**src/rtl/spi_arb_pkg.sv**
```systemverilog
// rtl/spi_arb_pkg.sv - shared types and constants for the SPI transfer arbiter
package spi_arb_pkg;

    localparam int DEF_NUM_REQ     = 4;
    localparam int DEF_DATA_W      = 8;
    localparam int DEF_CFG_W       = 32;
    localparam int DEF_CFG_SETUP   = 2;
    localparam int DEF_TIMEOUT_CYC = 4096;

    // Config word byte lanes as spi_module expects them: {C1, C2, status, baud}
    localparam int CFG_C1_OFS     = 24;
    localparam int CFG_C2_OFS     = 16;
    localparam int CFG_STATUS_OFS = 8;
    localparam int CFG_BAUD_OFS   = 0;

    typedef enum logic [2:0] {
        ST_IDLE,
        ST_SETUP,
        ST_START,
        ST_WAIT,
        ST_RESP
    } arb_state_e;

    function automatic int cnt_width(input int timeout_cyc, input int setup_cyc);
        int w;
        w = $clog2(timeout_cyc);
        if ($clog2(setup_cyc) > w) w = $clog2(setup_cyc);
        if (w < 1) w = 1;
        return w;
    endfunction

endpackage

```
**src/rtl/rr_arbiter.sv**
```systemverilog
// rtl/rr_arbiter.sv - combinational round-robin pick starting at a pointer
module rr_arbiter #(
    parameter int  NUM_REQ = 4,
    localparam int IDX_W   = $clog2(NUM_REQ)
) (
    input  logic [NUM_REQ-1:0] i_req,
    input  logic [IDX_W-1:0]   i_ptr,
    output logic [NUM_REQ-1:0] o_grant,
    output logic [IDX_W-1:0]   o_grant_id,
    output logic               o_any
);

    localparam int SUM_W = IDX_W + 1;

    logic [SUM_W-1:0] w_sum;
    logic [IDX_W-1:0] w_idx;

    always_comb begin
        o_grant    = '0;
        o_grant_id = '0;
        o_any      = 1'b0;
        w_sum      = '0;
        w_idx      = '0;
        for (int off = 0; off < NUM_REQ; off++) begin
            w_sum = {1'b0, i_ptr} + SUM_W'(off);
            if (w_sum >= SUM_W'(NUM_REQ)) w_sum = w_sum - SUM_W'(NUM_REQ);
            w_idx = w_sum[IDX_W-1:0];
            if (!o_any && i_req[w_idx]) begin
                o_any          = 1'b1;
                o_grant[w_idx] = 1'b1;
                o_grant_id     = w_idx;
            end
        end
    end

endmodule

```
**src/rtl/spi_xfer_arbiter.sv**
```systemverilog
// rtl/spi_xfer_arbiter.sv - shares one spi_module master between NUM_REQ requesters
module spi_xfer_arbiter
    import spi_arb_pkg::*;
#(
    parameter int  NUM_REQ     = DEF_NUM_REQ,
    parameter int  DATA_W      = DEF_DATA_W,
    parameter int  CFG_W       = DEF_CFG_W,
    parameter int  CFG_SETUP   = DEF_CFG_SETUP,
    parameter int  TIMEOUT_CYC = DEF_TIMEOUT_CYC,
    localparam int IDX_W       = $clog2(NUM_REQ)
) (
    input  logic                      i_sys_clk,
    input  logic                      i_sys_rst,
    input  logic [NUM_REQ-1:0]        i_req_valid,
    output logic [NUM_REQ-1:0]        o_req_ready,
    input  logic [NUM_REQ*DATA_W-1:0] i_req_data,
    input  logic [NUM_REQ*CFG_W-1:0]  i_req_cfg,
    output logic [NUM_REQ-1:0]        o_rsp_valid,
    output logic [DATA_W-1:0]         o_rsp_data,
    output logic                      o_rsp_err,
    output logic [DATA_W-1:0]         o_spi_data,
    output logic [CFG_W-1:0]          o_spi_config,
    output logic                      o_spi_trans_en,
    input  logic                      i_spi_interrupt,
    input  logic [DATA_W-1:0]         i_spi_data,
    output logic                      o_busy,
    output logic [IDX_W-1:0]          o_grant_id
);

    localparam int CNT_W = cnt_width(TIMEOUT_CYC, CFG_SETUP);

    arb_state_e        r_state;
    arb_state_e        w_next_state;
    logic [IDX_W-1:0]  r_ptr;
    logic [IDX_W-1:0]  r_grant_id;
    logic [DATA_W-1:0] r_spi_data;
    logic [CFG_W-1:0]  r_spi_cfg;
    logic [CNT_W-1:0]  r_cnt;
    logic [DATA_W-1:0] r_rsp_data;
    logic              r_rsp_err;

    logic [NUM_REQ-1:0] w_grant;
    logic [IDX_W-1:0]   w_grant_id;
    logic               w_any;
    logic [DATA_W-1:0]  w_sel_data;
    logic [CFG_W-1:0]   w_sel_cfg;
    logic               w_timeout;

    rr_arbiter #(.NUM_REQ(NUM_REQ)) u_rr (
        .i_req      (i_req_valid),
        .i_ptr      (r_ptr),
        .o_grant    (w_grant),
        .o_grant_id (w_grant_id),
        .o_any      (w_any)
    );

    always_comb begin
        w_sel_data = '0;
        w_sel_cfg  = '0;
        for (int k = 0; k < NUM_REQ; k++) begin
            if (w_grant_id == IDX_W'(k)) begin
                w_sel_data = i_req_data[k*DATA_W +: DATA_W];
                w_sel_cfg  = i_req_cfg[k*CFG_W +: CFG_W];
            end
        end
    end

    // The trans_en cycle is cycle 0 of the window, so the response lands TIMEOUT_CYC cycles after it.
    assign w_timeout = (r_cnt == CNT_W'(TIMEOUT_CYC - 2));

    always_comb begin
        w_next_state   = r_state;
        o_req_ready    = '0;
        o_spi_trans_en = 1'b0;
        o_rsp_valid    = '0;
        o_busy         = (r_state != ST_IDLE);
        case (r_state)
            ST_IDLE: begin
                if (!i_sys_rst) o_req_ready = w_grant;
                if (w_any) w_next_state = ST_SETUP;
            end
            ST_SETUP: begin
                if (r_cnt == CNT_W'(CFG_SETUP - 1)) w_next_state = ST_START;
            end
            ST_START: begin
                o_spi_trans_en = 1'b1;
                w_next_state   = ST_WAIT;
            end
            ST_WAIT: begin
                if (i_spi_interrupt || w_timeout) w_next_state = ST_RESP;
            end
            ST_RESP: begin
                o_rsp_valid[r_grant_id] = 1'b1;
                w_next_state            = ST_IDLE;
            end
            default: w_next_state = ST_IDLE;
        endcase
    end

    always_ff @(posedge i_sys_clk) begin
        if (i_sys_rst) begin
            r_state    <= ST_IDLE;
            r_ptr      <= '0;
            r_grant_id <= '0;
            r_spi_data <= '0;
            r_spi_cfg  <= '0;
            r_cnt      <= '0;
            r_rsp_data <= '0;
            r_rsp_err  <= 1'b0;
        end else begin
            r_state <= w_next_state;
            case (r_state)
                ST_IDLE: begin
                    if (w_any) begin
                        r_spi_data <= w_sel_data;
                        r_spi_cfg  <= w_sel_cfg;
                        r_grant_id <= w_grant_id;
                        r_ptr      <= (w_grant_id == IDX_W'(NUM_REQ - 1)) ? '0 : w_grant_id + IDX_W'(1);
                        r_cnt      <= '0;
                    end
                end
                ST_SETUP: r_cnt <= r_cnt + CNT_W'(1);
                ST_START: r_cnt <= '0;
                ST_WAIT: begin
                    r_cnt <= r_cnt + CNT_W'(1);
                    // Completion wins over a simultaneous timeout.
                    if (i_spi_interrupt) begin
                        r_rsp_data <= i_spi_data;
                        r_rsp_err  <= 1'b0;
                    end else if (w_timeout) begin
                        r_rsp_data <= '0;
                        r_rsp_err  <= 1'b1;
                    end
                end
                default: ;
            endcase
        end
    end

    assign o_spi_data   = r_spi_data;
    assign o_spi_config = r_spi_cfg;
    assign o_grant_id   = r_grant_id;
    assign o_rsp_data   = r_rsp_data;
    assign o_rsp_err    = r_rsp_err;

endmodule

```
**config.mk**
```make
export PLATFORM = sky130hd
export DESIGN_NAME = spi_xfer_arbiter
export DESIGN_NICKNAME = d
export VERILOG_FILES = /design/src/rtl/spi_arb_pkg.sv /design/src/rtl/rr_arbiter.sv /design/src/rtl/spi_xfer_arbiter.sv
export SDC_FILE = /design/constraint.sdc
export NUM_CORES = 1
export LEC_CHECK = 0
export ABC_AREA = 1
export ABC_CLOCK_PERIOD_IN_PS = 4600
export CAP_MARGIN = 25
export CORE_MARGIN = 2
export CORE_UTILIZATION = 44
export CTS_BUF_LIST = sky130_fd_sc_hd__clkbuf_8
export DETAILED_ROUTE_END_ITERATION = 10
export PLACE_DENSITY = 0.9
export SKIP_CTS_REPAIR_TIMING = 1
export SYNTH_ARGS = -nofsm -noshare
export SYNTH_HDL_FRONTEND = slang
export SYNTH_HIERARCHICAL = 1
export SYNTH_SLANG_ARGS = --single-unit
```
**constraint.sdc**
```tcl
create_clock -name i_sys_clk -period 4.6 [get_ports i_sys_clk]
set_clock_uncertainty 0.2 [all_clocks]
set_input_delay 0.92 -clock i_sys_clk [delete_from_list [all_inputs] [get_ports i_sys_clk]]
set_output_delay 0.92 -clock i_sys_clk [all_outputs]
set_load 0.02 [all_outputs]
```
==> impl_metrics.csv <==
group,metric,value,unit
cells_and_area,multi_input_area,2530,sq um
detailed_routing,wl_per_cell,16.2,um
setup_path,cp.arrival,3220,ps
power,pwr_density_cell,635,nW/um^2
setup_path,startpoint_type,"input port",
place,portBuffers,235,
global_routing,antenna_found_initial,0,
detailed_routing,vias_per_cell,5.43,
yosys,netlist_area,4310,sq um
yosys,synth_cell_types,29,
clock_tree,cts.sinks,68,
floorplan,start_util,44.7,%
job,drv_cap,0,
clock_tree,cts_tree,"yes",
cells_and_area,area_delta_synth_final,59.2,%
detailed_routing,first_iter_violations,225,
setup_path,crit_fanout,7,
detailed_routing,first_pass_iters,5,
floorplan,floorplan.rows,36,
floorplan,io_pins,236,
yosys,synth.avg_cell_area,6.58,sq um
cells_and_area,area.sequential,1360,sq um
detailed_routing,via_count,5455,
global_routing,track_usage,28.7,%
timing,holdWs,265,ps
detailed_routing,drtAntennaViolNets,0,
global_routing,grt_overflow,0,
timing,fin_crit_sh,94.3,%
clock_tree,clock_latency,340,ps
power,leakage,0.00273,uW
cells_and_area,n_antenna_cell,0,
yosys,async_reset_ff_share,0,%
timing,fmax,230,MHz
timing,final-max-slew-violation-count,0,
place,gp_congestion,0.926,
run_status,status,"completed",
floorplan,die_w,103,um
yosys,yosysSeqAreaShare,31.6,%
timing,max_slew_margin,53.2,%
timing,finalCriticalPeriod,4340,ps
timing,worstMarginPinSlew,699,ps
yosys,ys_seq_elements,68,
yosys,synthFlopType,"dfxtp_1",
floorplan,dieArea,10600,sq um
min_path,hold_class,"register to register",
clock_tree,clockBufferDepth,2,
cells_and_area,drive_gt1_share,5.74,%
floorplan,die_h,103,um
yosys,yosys_warnings,6,
timing,finalHoldViolCount,0,
setup_path,critPathKind,"input port to output port",
clock_tree,htree_levels,3,
floorplan,coreArea,9640,sq um
clock_tree,cts_buffers,9,
timing,finalSetupViolCount,0,
power,irDropWorstVdd,0.467,mV
global_routing,grt_max_degree,43,
setup_path,cp-end-kind,"output port",
cells_and_area,fin_nets,1053,
detailed_routing,drcViolationCount,0,
clock_tree,clkSlewWorstSetupHoldPaths,70,ps
yosys,synth-edff-count,0,
timing,setup_tns,0,ps
place,hpwlAfterDp,11.8,mm
setup_path,critPathRequiredTime,3480,ps
yosys,synthesis.nets,842,
timing,rsz0062_at_grt,"false",
global_routing,grt_pass1_vias,5068,
clock_tree,root_buffer,"clkbuf_8",
global_routing,grt_pass1_wl,24.1,mm
cells_and_area,fillers,798,
detailed_routing,routed_wl,16.3,mm
yosys,synthCells,655,
power,power,4360,uW
[routing by layer]
| layer | vias up | track usage, % | share of wire (%) |
|---|---|---|---|
| li1 | 2670 | - | - |
| met3 | 60 | 5.56 | 8.1 |
| met4 | 0 | 16.7 | 4.6 |
| met1 | 2465 | 33.3 | 40 |
| met2 | 260 | 49.3 | 47 |
| met5 | - | 0 | 0 |
[cell usage after synthesis, types with 5 or more instances]
master | number | area, sq um
a21oi_1 | 149 | 746
nand2_1 | 140 | 526
dfxtp_1 | 68 | 1360
o21ai_0 | 48 | 240
inv_1 | 43 | 161
o211ai_1 | 40 | 300
nand3_1 | 32 | 160
nor2_1 | 30 | 113
clkbuf_1 | 21 | 78.8
buf_2 | 13 | 65.1
ha_1 | 12 | 150
nand2_2 | 10 | 62.6
nand4_1 | 10 | 62.6
buf_6 | 6 | 67.6
nor3_1 | 5 | 25.0
[cell families after synthesis]
logic type,Yosys count,synth area share (%)
adder cells (fa/ha/maj),12,3.48
buffers and inverters,93,9.72
flip-flops,68,31.6
AND/OR/NAND/NOR,236,24.0
AO/OA/AOI/OAI,246,31.2
[layout by cell type, fill, tap and decap left out, drive strengths merged]
master	count
clkdlybuf4s50	235
nand2	151
a21oi	149
dfxtp	68
o21ai	52
inv	48
o211ai	40
nand3	34
nor2	33
clkbuf	12
ha	12
buf	11
nand4	10
nor3	5
a21boi	4
or2	2
clkinvlp	2
o21bai	1
nand3b	1
clkinv	1
[final timing paths]
path,startpoint,endpoint,slack [ps],cells past startpoint
min reg2reg,o_rsp_data[2],o_rsp_data[2],270,2
max reg2reg,r_ptr[0],o_spi_data[7],950,16
min,o_rsp_data[2],o_rsp_data[2],270,2
max,i_req_valid[3],o_req_ready[2],260,11
[worst max-delay path: stages]
cell and delay [ps]:
clkdlybuf4s50_1 460, inv_1 100, nand2_1 100, nand3_4 150, nand2_4 70, nor2_1 310, a21oi_1 150, nand3_1 140
nand2_1 80, nor2_1 130, clkdlybuf4s50_1 610
[flip-flops by register name (all words and copies together) (netlist names)]
signal and flops:
o_rsp_data 8, o_grant_id 2, r_cnt 12, o_rsp_err 1, r_ptr 2, r_state 3, o_spi_data 8, o_spi_config 32
[metrics by stage]
stage,utilization (%),setup WS [ps],std cells,cell area (sq um)
finish,71.2,261,1004,6860
global route,71.2,149,1004,6860
floorplan,-,1490,655,4310
detailed placement,69.2,356,988,6670
CTS,71.2,340,1004,6860
global placement,69.2,513,988,6670
[power by group]
group          internal, uW  switching [uW]  total, uW
registers               751             100        851
clock network           237             221        458
logic                  1160            1880       3050
total                  2150            2210       4360
[final cells by class]
type	instances	share of cell area (%)
Clock buffer	12	2.41
Clock inverter	4	0.346
Sequential cell	68	19.8
Tap cell	133	2.42
Inverter	47	2.57
Timing Repair Buffer	246	35.5
Multi-Input combinational cell	494	36.9
No activity file was read; power rests on OpenSTA's default activity.
